[src/rtl/vga_text_pkg.sv]
// Shared constants for the VGA text overlay: glyph codes, glyph cell size and
// the ROM address used for blank cells.
package vga_text_pkg;

  localparam logic [3:0] CH_BLANK     = 4'hA;
  localparam logic [3:0] CH_COLON     = 4'hB;
  localparam logic [3:0] CH_SLASH     = 4'hC;
  localparam logic [3:0] CH_MAX_LEGAL = 4'hC;

  localparam int GLYPH_W = 8;
  localparam int GLYPH_H = 16;

  localparam logic [7:0] BLANK_DIR = 8'hA0;

  function automatic logic code_legal(input logic [3:0] code);
    return code <= CH_MAX_LEGAL;
  endfunction

endpackage

[src/rtl/vga_text_charbuf.sv]
// Character line buffer: NCHAR 4-bit glyph codes, one write port with range
// check, and a combinational read port addressed by character index.
module vga_text_charbuf
  import vga_text_pkg::*;
#(
  parameter int NCHAR = 8
) (
  input  logic       clk,
  input  logic       reset,
  input  logic       wr_en,
  input  logic [2:0] wr_addr,
  input  logic [3:0] wr_char,
  input  logic [2:0] rd_addr,
  output logic [3:0] rd_char
);

  logic [3:0] mem [NCHAR];

  // Addresses without a matching slot simply hit no entry, so they are dropped.
  always_ff @(posedge clk) begin
    if (reset) begin
      for (int i = 0; i < NCHAR; i++) mem[i] <= CH_BLANK;
    end else begin
      for (int i = 0; i < NCHAR; i++) begin
        if (wr_en && wr_addr == 3'(i)) mem[i] <= wr_char;
      end
    end
  end

  always_comb begin
    rd_char = CH_BLANK;
    for (int i = 0; i < NCHAR; i++) begin
      if (rd_addr == 3'(i)) rd_char = mem[i];
    end
  end

endmodule

[src/rtl/vga_text_render.sv]
// Three-stage text overlay: window decode, glyph ROM addressing, pixel
// serialisation, with matching sync delay. Optional blinking cursor under
// VGA_TEXT_CURSOR_BLINK_EN (adds the cursor_pos input).
module vga_text_render
  import vga_text_pkg::*;
#(
  parameter int         X0       = 256,
  parameter int         Y0       = 232,
  parameter int         NCHAR    = 8,
  parameter logic [7:0] FG_COLOR = 8'hFF,
  parameter logic [7:0] BG_COLOR = 8'h00
) (
  input  logic       clk,
  input  logic       reset,
  input  logic [9:0] pixel_x,
  input  logic [9:0] pixel_y,
  input  logic       video_on,
  input  logic       hsync_i,
  input  logic       vsync_i,
  input  logic       wr_en,
  input  logic [2:0] wr_addr,
  input  logic [3:0] wr_char,
`ifdef VGA_TEXT_CURSOR_BLINK_EN
  input  logic [2:0] cursor_pos,
`endif
  output logic [7:0] rom_dir,
  input  logic [7:0] rom_data,
  output logic [7:0] rgb,
  output logic       hsync_o,
  output logic       vsync_o
);

  localparam logic [9:0] X_LO = 10'(X0);
  localparam logic [9:0] X_HI = 10'(X0 + GLYPH_W * NCHAR);
  localparam logic [9:0] Y_LO = 10'(Y0);
  localparam logic [9:0] Y_HI = 10'(Y0 + GLYPH_H);

  logic       win_c;
  logic [5:0] dx_c;
  logic [3:0] dy_c;

  logic       s1_win, s1_von, s1_hs, s1_vs;
  logic [2:0] s1_col, s1_cidx;
  logic [3:0] s1_row;
  logic       s2_win, s2_von, s2_hs, s2_vs;
  logic [2:0] s2_col;
  logic [3:0] rd_char;
  logic       inv;

  // Only the low bits of the offsets are used, and only when the window
  // compare passes, so a wrapped subtraction outside the window is harmless.
  always_comb begin
    win_c = video_on && pixel_x >= X_LO && pixel_x < X_HI &&
            pixel_y >= Y_LO && pixel_y < Y_HI;
    dx_c  = pixel_x[5:0] - X_LO[5:0];
    dy_c  = pixel_y[3:0] - Y_LO[3:0];
  end

  vga_text_charbuf #(.NCHAR(NCHAR)) u_charbuf (
    .clk     (clk),
    .reset   (reset),
    .wr_en   (wr_en),
    .wr_addr (wr_addr),
    .wr_char (wr_char),
    .rd_addr (s1_cidx),
    .rd_char (rd_char)
  );

  always_ff @(posedge clk) begin
    if (reset) begin
      s1_win  <= 1'b0;
      s1_von  <= 1'b0;
      s1_hs   <= 1'b1;
      s1_vs   <= 1'b1;
      s1_col  <= '0;
      s1_cidx <= '0;
      s1_row  <= '0;
      s2_win  <= 1'b0;
      s2_von  <= 1'b0;
      s2_hs   <= 1'b1;
      s2_vs   <= 1'b1;
      s2_col  <= '0;
      rom_dir <= BLANK_DIR;
      rgb     <= 8'h00;
      hsync_o <= 1'b1;
      vsync_o <= 1'b1;
    end else begin
      s1_win  <= win_c;
      s1_von  <= video_on;
      s1_hs   <= hsync_i;
      s1_vs   <= vsync_i;
      s1_col  <= dx_c[2:0];
      s1_cidx <= dx_c[5:3];
      s1_row  <= dy_c;

      s2_win  <= s1_win;
      s2_von  <= s1_von;
      s2_hs   <= s1_hs;
      s2_vs   <= s1_vs;
      s2_col  <= s1_col;
      rom_dir <= (s1_win && code_legal(rd_char)) ? {rd_char, s1_row} : BLANK_DIR;

      if (!s2_von)
        rgb <= 8'h00;
      else if (s2_win && (rom_data[3'd7 - s2_col] ^ inv))
        rgb <= FG_COLOR;
      else
        rgb <= BG_COLOR;
      hsync_o <= s2_hs;
      vsync_o <= s2_vs;
    end
  end

`ifdef VGA_TEXT_CURSOR_BLINK_EN
  logic [4:0] frame_cnt;
  logic       vs_prev, s1_cur, s2_cur, cursor_ok;

  assign cursor_ok = (NCHAR >= 8) || (int'(cursor_pos) < NCHAR);

  always_ff @(posedge clk) begin
    if (reset) begin
      frame_cnt <= '0;
      vs_prev   <= 1'b1;
      s1_cur    <= 1'b0;
      s2_cur    <= 1'b0;
    end else begin
      vs_prev <= vsync_i;
      if (vs_prev && !vsync_i) frame_cnt <= frame_cnt + 5'd1;
      s1_cur <= cursor_ok && (dx_c[5:3] == cursor_pos);
      s2_cur <= s1_cur;
    end
  end

  assign inv = s2_cur & frame_cnt[4];
`else
  assign inv = 1'b0;
`endif

endmodule

[config.mk]
export PLATFORM = sky130hd
export DESIGN_NAME = vga_text_render
export DESIGN_NICKNAME = d
export VERILOG_FILES = /design/src/rtl/vga_text_pkg.sv /design/src/rtl/vga_text_charbuf.sv /design/src/rtl/vga_text_render.sv
export SDC_FILE = /design/constraint.sdc
export NUM_CORES = 1
export LEC_CHECK = 0
export ABC_AREA = 1
export CORE_AREA = 2 2 76 78
export CTS_BUF_LIST = sky130_fd_sc_hd__clkbuf_2 sky130_fd_sc_hd__clkbuf_4 sky130_fd_sc_hd__clkbuf_8
export CTS_CLUSTER_DIAMETER = 150
export DETAILED_ROUTE_END_ITERATION = 8
export DIE_AREA = 0 0 78 80
export GPL_ROUTABILITY_DRIVEN = 0
export PLACE_DENSITY_LB_ADDON = 0.15
export SYNTH_ARGS = -nofsm -noshare
export SYNTH_HDL_FRONTEND = slang
export SYNTH_SLANG_ARGS = --single-unit
[constraint.sdc]
create_clock -name clk -period 1.6 [get_ports clk]
set_input_delay 0.24 -clock clk [delete_from_list [all_inputs] [get_ports clk]]
set_output_delay 0.24 -clock clk [all_outputs]
set_load 0.02 [all_outputs]
==> results of run 1 <==
==> timing repair <==
action                                  4_1_cts  5_1_grt
endpoints found under the setup margin        8        8
pin swaps                                     0        4
buffers inserted                              0        1
resized for setup                             8       16
==> critical path, stage by stage (launching register included) <==
cell and delay (ps):
dfxtp_4 360, buf_12 140, nor2_4 90, nand2_2 70
or2_0 200, nand3_1 90, nand2_1 50, nand3_1 70
nand2_2 70, nand3_4 120, nand3b_1 100
==> flip-flops by register name (all words and copies together), names as in the netlist <==
| name | cells |
|---|---|
| s1_vs | 1 |
| s2_vs | 1 |
| hsync_o | 1 |
| rom_dir | 8 |
| s2_hs | 1 |
| s2_von | 1 |
| s2_col | 3 |
| s1_hs | 1 |
| s1_cidx | 3 |
| s1_col | 3 |
| s1_von | 1 |
| rgb | 1 |
| vsync_o | 1 |
| s1_win | 1 |
| s2_win | 1 |
| s1_row | 4 |
| u_charbuf.mem | 32 |
==> metrics by stage <==
stage | hold slack [ps] | utilization [%] | cells | setup WS (ps)
3_5_place_dp | 393.3 | 62.75 | 435 | -13.08
4_1_cts | 402.6 | 66.32 | 451 | 5.646
6_report | 400.4 | 67.41 | 452 | 77.91
5_1_grt | 417.0 | 67.41 | 452 | -2.818
3_3_place_gp | 391.1 | 62.75 | 435 | 34.20
2_1_floorplan | 306.7 | - | 308 | 202.5
==> path summary, 6_finish.rpt <==
kind / slack, ps / startpoint / end
worst max-delay path: 80 / s1_cidx[0]$_SDFF_PP0_ / rom_dir[7]$_SDFF_PP1_
worst min-delay path: 400 / s1_col[0]$_SDFF_PP0_ / s2_col[0]$_SDFF_PP0_
worst max register to register: 80 / s1_cidx[0]$_SDFF_PP0_ / rom_dir[7]$_SDFF_PP1_
worst min register to register: 400 / s1_col[0]$_SDFF_PP0_ / s2_col[0]$_SDFF_PP0_
==> placed cells by master, fill, tap and decap left out, drive strengths merged <==
master	count
buf	11
edfxtp	32
a211oi	1
o211ai	1
clkbuf	12
inv	61
nand4	7
or2	8
clkdlybuf4s50	50
nand2	53
o21ai	4
clkinv	3
bufinv	1
nand3	12
dlygate4sd2	8
nor4	1
a21oi	3
o32ai	2
nor2	73
nand3b	2
nor3	3
dfxtp	32
==> where the power goes <==
group	switching [W]	internal, W	leakage [nW]	total (W)
registers	0.0000312	0.00181	0.578	0.00184
logic	0.000188	0.000185	0.857	0.000373
clock network	0.000569	0.000811	0.107	0.00138
==> routing by layer <==
layer | global-route usage [%] | vias to the layer above | share of wire (%) | wire (um)
met5 | 0 | - | 0 | 0
met4 | 10.00 | 0 | 2.3 | 119
met3 | 4.299 | 12 | 6.2 | 329
met2 | 31.03 | 64 | 49 | 2577
met1 | 20.60 | 912 | 43 | 2246
li1 | - | 1079 | - | -
==> final cells by class <==
type | instances | area (um^2) | area share, %
Clock buffer | 12 | 158.9 | 4.361
Clock inverter | 4 | 43.79 | 1.202
Inverter | 61 | 231.5 | 6.353
Multi-Input combinational cell | 170 | 830.8 | 22.80
Sequential cell | 64 | 1610 | 44.20
Tap cell | 72 | 90.09 | 2.473
Timing Repair Buffer | 69 | 678.2 | 18.61
==> cells by family after synthesis <==
family	Yosys count	share of synthesized area, %
AND/OR/NAND/NOR	159	26.67
buffers and inverters	74	11.77
flip-flops	64	59.07
AO/OA/AOI/OAI	11	2.492
==> results.tsv, run 1 <==
stage	metric	value	unit
run_status	outcome	finished clean	
synth	post-synth-top-count-cell	nor2_1	
timing	fmax	657.0	MHz
clocking	tritoncts	built	
synth	synth.distinct_cells	28	
layout	fillCellCount	464	
detailed_routing	drcViolationCount	0	
detailed_routing	drt_wl_total	5.272	mm
synth	synth_area	2711	um^2
global_route	grtUsageTotal	18.01	%
global_route	globalRouteOverflowTotal	0	
critical_path	crit_required	1790	ps
synth	synthCells	308	
timing	skew	9.897	ps
clocking	hold_buffers	0	
detailed_routing	routed_via_density	4.573	
power_and_ir_drop	leakagePower	1.542	nW
power_and_ir_drop	powerDensity	985.7	nW/um^2
layout	nNetsFinal	416	
clocking	numCtsBuffers	9	
floorplan	initial_core_util	50.16	%
worst_hold_path	holdCritPathClass	flop to flop	
placed_design	port_buffers	58	
floorplan	io_pins	59	
critical_path	reg2reg_depth	10	
floorplan	std_cell_rows	27	
power_and_ir_drop	p_total	0.003591	W
synth	syn_area_per_cell	8.803	um^2
worst_hold_path	hold_path_depth	2	
synth	syn_nets	349	
critical_path	crit_path_start_kind	flop	
layout	insertedDiodeCount	0	
placed_design	hpwlAfterDp	4.016	mm
timing	finalCritPeriodShare	95.13	%
detailed_routing	vias	2067	
critical_path	crit_arrival	1710	ps
floorplan	die_area	6240	um^2
critical_path	end_kind	flop	
layout	synthToLayoutAreaGrowth	34.38	%
synth	synth_edf_count	32	
power_and_ir_drop	ir_drop	0.5919	mV
flow_run	max_cap_violations	0	
global_route	grt_pass1_vias	1934	
clocking	clk_pin_slew	60	ps
detailed_routing	drt_pass1_iterations	5	
timing	slew_headroom	65.40	%
clocking	htreeDepth	3	
synth	yosysTopAreaCell	edfxtp_1	
clocking	clk_latency	330	ps
synth	synth-seq-area-share	59.07	%
synth	synth_seq_cells	64	
timing	period_needed	1522	ps
timing	setup_viol	0	
timing	maxSlewViolCount	0	
floorplan	fp.dieW	78	um
clocking	clock-root-buffer	clkbuf_8	
timing	final.setup.tns	0	ps
detailed_routing	wl_per_cell	11.66	um
global_route	grt_pass1_wl	8.487	mm
timing	finalHoldViolCount	0	
synth	synthArstFlopShare	0	%
layout	final_cell_area	3643	um^2
floorplan	die_h	80	um
layout	drive_above_1_share	15.79	%
synth	synth_top_area_share	35.44	%
synth	synth_area_leaders	edfxtp_1, dfxtp_1, nor2_1	
synth	synth-main-ff-cell	edfxtp_1	
synth	yosysWarnings	0	
synth	synth.top_cells.by_count	nor2_1, inv_1, nand2_1, dfxtp_1, edfxtp_1	
clocking	cts_buffer_depth	2	
global_route	grt_max_degree	16	
critical_path	path_class	flop to flop	
floorplan	core	5405	um^2
timing	worst_pin_slew	517.1	ps
clocking	clkSinkCount	64	
detailed_routing	postRouteAntennaNets	0	
critical_path	crit_path_max_fanout	7	
detailed_routing	drt-initial-drc-count	62	
placed_design	place_area	3392	um^2
global_route	antenna_found_initial	0	
Power figures use the tool's default switching activity.
==> inputs of run 2 (changes only) <==
--- a/config.mk
+++ b/config.mk
@@ -12,6 +12,7 @@
 export DETAILED_ROUTE_END_ITERATION = 8
 export DIE_AREA = 0 0 78 80
 export GPL_ROUTABILITY_DRIVEN = 0
+export HOLD_SLACK_MARGIN = 0.03
 export PLACE_DENSITY_LB_ADDON = 0.15
 export SYNTH_ARGS = -nofsm -noshare
 export SYNTH_HDL_FRONTEND = slang
==> constraint.sdc (replaced) <==
create_clock -name clk -period 1.65 [get_ports clk]
set_input_delay 0.2475 -clock clk [delete_from_list [all_inputs] [get_ports clk]]
set_output_delay 0.2475 -clock clk [all_outputs]
set_load 0.02 [all_outputs]
==> results.tsv, run 2 (synthesis results as in run 1) <==
stage	metric	value	unit	change
power_and_ir_drop	ir_drop	0.7330	mV	was 0.5919 mV
flow_run	max_cap_violations	0		unchanged
layout	largest_reg_flops	32		unchanged
critical_path	path_cells	inv_4, nor3_2, a21oi_1, nand4_1, nand2_1, nand2_1, nand3_4, nand2_4, nor2_2		was buf_12, nor2_4, nand2_2, or2_0, nand3_1, nand2_1, nand3_1, nand2_2, nand3_4, nand3b_1
layout	insertedDiodeCount	0		unchanged
critical_path	cpMostUsedCell	nand2_1		
placed_design	hpwlAfterDp	3.932	mm	was 4.016 mm
floorplan	io_pins	59		unchanged
clocking	tritoncts	built		unchanged
layout	drive_above_1_share	13.30	%	was 15.79%
floorplan	initial_core_util	50.16	%	unchanged
timing	period_needed	1551	ps	was 1522 ps
global_route	grt_max_degree	16		unchanged
run_status	outcome	finished clean		unchanged
floorplan	std_cell_rows	27		unchanged
critical_path	crit_path_start_kind	flop		unchanged
timing	maxSlewViolCount	0		unchanged
timing	slew_headroom	75.31	%	was 65.40%
floorplan	fp.dieW	78	um	unchanged
placed_design	port_buffers	58		unchanged
floorplan	die_h	80	um	unchanged
layout	largestRegisters	u_charbuf.mem x32, rom_dir x8, s1_row x4		unchanged
placed_design	post-place-ws	22.98	ps	was -13.08 ps
critical_path	path_class	flop to flop		unchanged
critical_path	crit_path_max_fanout	14		was 7
global_route	globalRouteOverflowTotal	0		unchanged
timing	final.setup.tns	0	ps	unchanged
layout	nNetsFinal	412		was 416
clocking	numCtsBuffers	9		unchanged
critical_path	slowest_delay	380	ps	was 360 ps
clocking	clk_latency	330	ps	about the same
timing	whs	404.1	ps	was 400.4 ps
clocking	clkSinkCount	64		unchanged
timing	worst_pin_slew	369.0	ps	was 517.1 ps
detailed_routing	drt_wl_total	5.253	mm	was 5.272 mm
detailed_routing	postRouteAntennaNets	0		unchanged
global_route	antenna_found_initial	0		unchanged
timing	skew	8.347	ps	was 9.897 ps
timing	fmax	644.8	MHz	was 657.0 MHz
layout	final_common_cell	nor2_1		unchanged
floorplan	die_area	6240	um^2	unchanged
timing	finalHoldViolCount	0		unchanged
global_route	grt_pass1_vias	1927		was 1,934
layout	top_register	u_charbuf.mem		unchanged
detailed_routing	drt-initial-drc-count	75		was 62
detailed_routing	wl_per_cell	11.73	um	was 11.66 um
clocking	cts_buffer_depth	2		unchanged
critical_path	slowest_stage	dfxtp_1		was dfxtp_4
critical_path	end_kind	flop		unchanged
power_and_ir_drop	leakagePower	1.526	nW	was 1.542 nW
clocking	clk_pin_slew	60	ps	about the same
timing	rsz0062_at_grt	no		
layout	synthToLayoutAreaGrowth	31.98	%	was 34.38%
global_route	grtUsageTotal	18.35	%	was 18.01%
clocking	clock-root-buffer	clkbuf_8		unchanged
layout	final_cell_mix	nor2_1, inv_1, nand2_1, clkdlybuf4s50_1, edfxtp_1		was nor2_1, inv_1, clkdlybuf4s50_1
clocking	hold_buffers	0		unchanged
detailed_routing	routed_via_density	4.560		was 4.573
critical_path	crit_required	1880	ps	was 1790 ps
detailed_routing	vias	2043		was 2,067
timing	setup_viol	0		unchanged
floorplan	core	5405	um^2	unchanged
timing	finalWorstSetupSlack	99.17	ps	was 77.91 ps
clocking	htreeDepth	3		unchanged
detailed_routing	drcViolationCount	0		unchanged
detailed_routing	drt_pass1_iterations	4		was 5
timing	finalCritPeriodShare	93.99	%	was 95.13%
layout	final_util	66.20	%	was 67.41%
worst_hold_path	holdCritPathClass	flop to flop		unchanged
power_and_ir_drop	powerDensity	1032	nW/um^2	was 985.7 nW/um^2
global_route	grt_pass1_wl	8.528	mm	was 8.487 mm
critical_path	crit_arrival	1780	ps	was 1710 ps
run 2: timing repair:
action,in CTS,in global routing
setup buffers,0,0
gates resized for setup,8,3
cloned,0,0
endpoints found under the setup margin,8,7
hold endpoints to repair,0,0
run 2: layout make-up:
| cell class | count | area, um^2 |
|---|---|---|
| clock buffers | 10 | 131.4 |
| clock inverters | 6 | 107.6 |
| flip-flops and latches | 64 | 1604 |
| repair buffers | 65 | 623.1 |
| multi-input cells | 170 | 790.8 |
| fillers | 452 | 1827 |
| well taps | 72 | 90.09 |
| inverters | 61 | 231.5 |
run 2: per-layer routing:
metal | vias up | wire [um] | track usage (%)
met1 | 897 | 2250 | 20.75
met2 | 69 | 2527 | 30.60
met5 | - | 0 | 0
met3 | 12 | 361 | 5.882
met4 | 0 | 114 | 10.53
li1 | 1065 | - | -
run 2: path summary, 6_finish.rpt:
kind,from,end,slack (ps),cells past startpoint
max,s1_cidx[2]$_SDFF_PP0_,rom_dir[4]$_SDFF_PP0_,100,9
max reg2reg,s1_cidx[2]$_SDFF_PP0_,rom_dir[4]$_SDFF_PP0_,100,9
min,s1_col[2]$_SDFF_PP0_,s2_col[2]$_SDFF_PP0_,400,2
min reg2reg,s1_col[2]$_SDFF_PP0_,s2_col[2]$_SDFF_PP0_,400,2
run 2: where the power goes:
group          internal, W  total [W]  switching, W  leakage [nW]
combinational     0.000161   0.000328      0.000168         0.829
clock              0.00101    0.00158      0.000567         0.120
sequential         0.00175    0.00178     0.0000318         0.577
run 2: stage by stage:
step                instances  instance area [um^2]  power, W
global route              448                  3578  0.003852
CTS                       448                  3573  0.003731
floorplan                 308                  2711  0.001984
global placement          432                  3344  0.002142
detailed placement        432                  3344  0.002146
finish                    448                  3578  0.003694
run 2: critical path, delay by kind of cell (launching register included):
kind	cells	cell delay, ps
compound gates	1	110
buf+inv	1	90
flops	1	380
simple gates	7	870
==> inputs of run 3 (changes only) <==
--- a/config.mk
+++ b/config.mk
@@ -8,7 +8,6 @@
 export ABC_AREA = 1
 export CORE_AREA = 2 2 76 78
 export CTS_BUF_LIST = sky130_fd_sc_hd__clkbuf_2 sky130_fd_sc_hd__clkbuf_4 sky130_fd_sc_hd__clkbuf_8
-export CTS_CLUSTER_DIAMETER = 150
 export DETAILED_ROUTE_END_ITERATION = 8
 export DIE_AREA = 0 0 78 80
 export GPL_ROUTABILITY_DRIVEN = 0
==> results of run 3 <==
The final DEF is identical to that of run 2; final timing and power are the same.
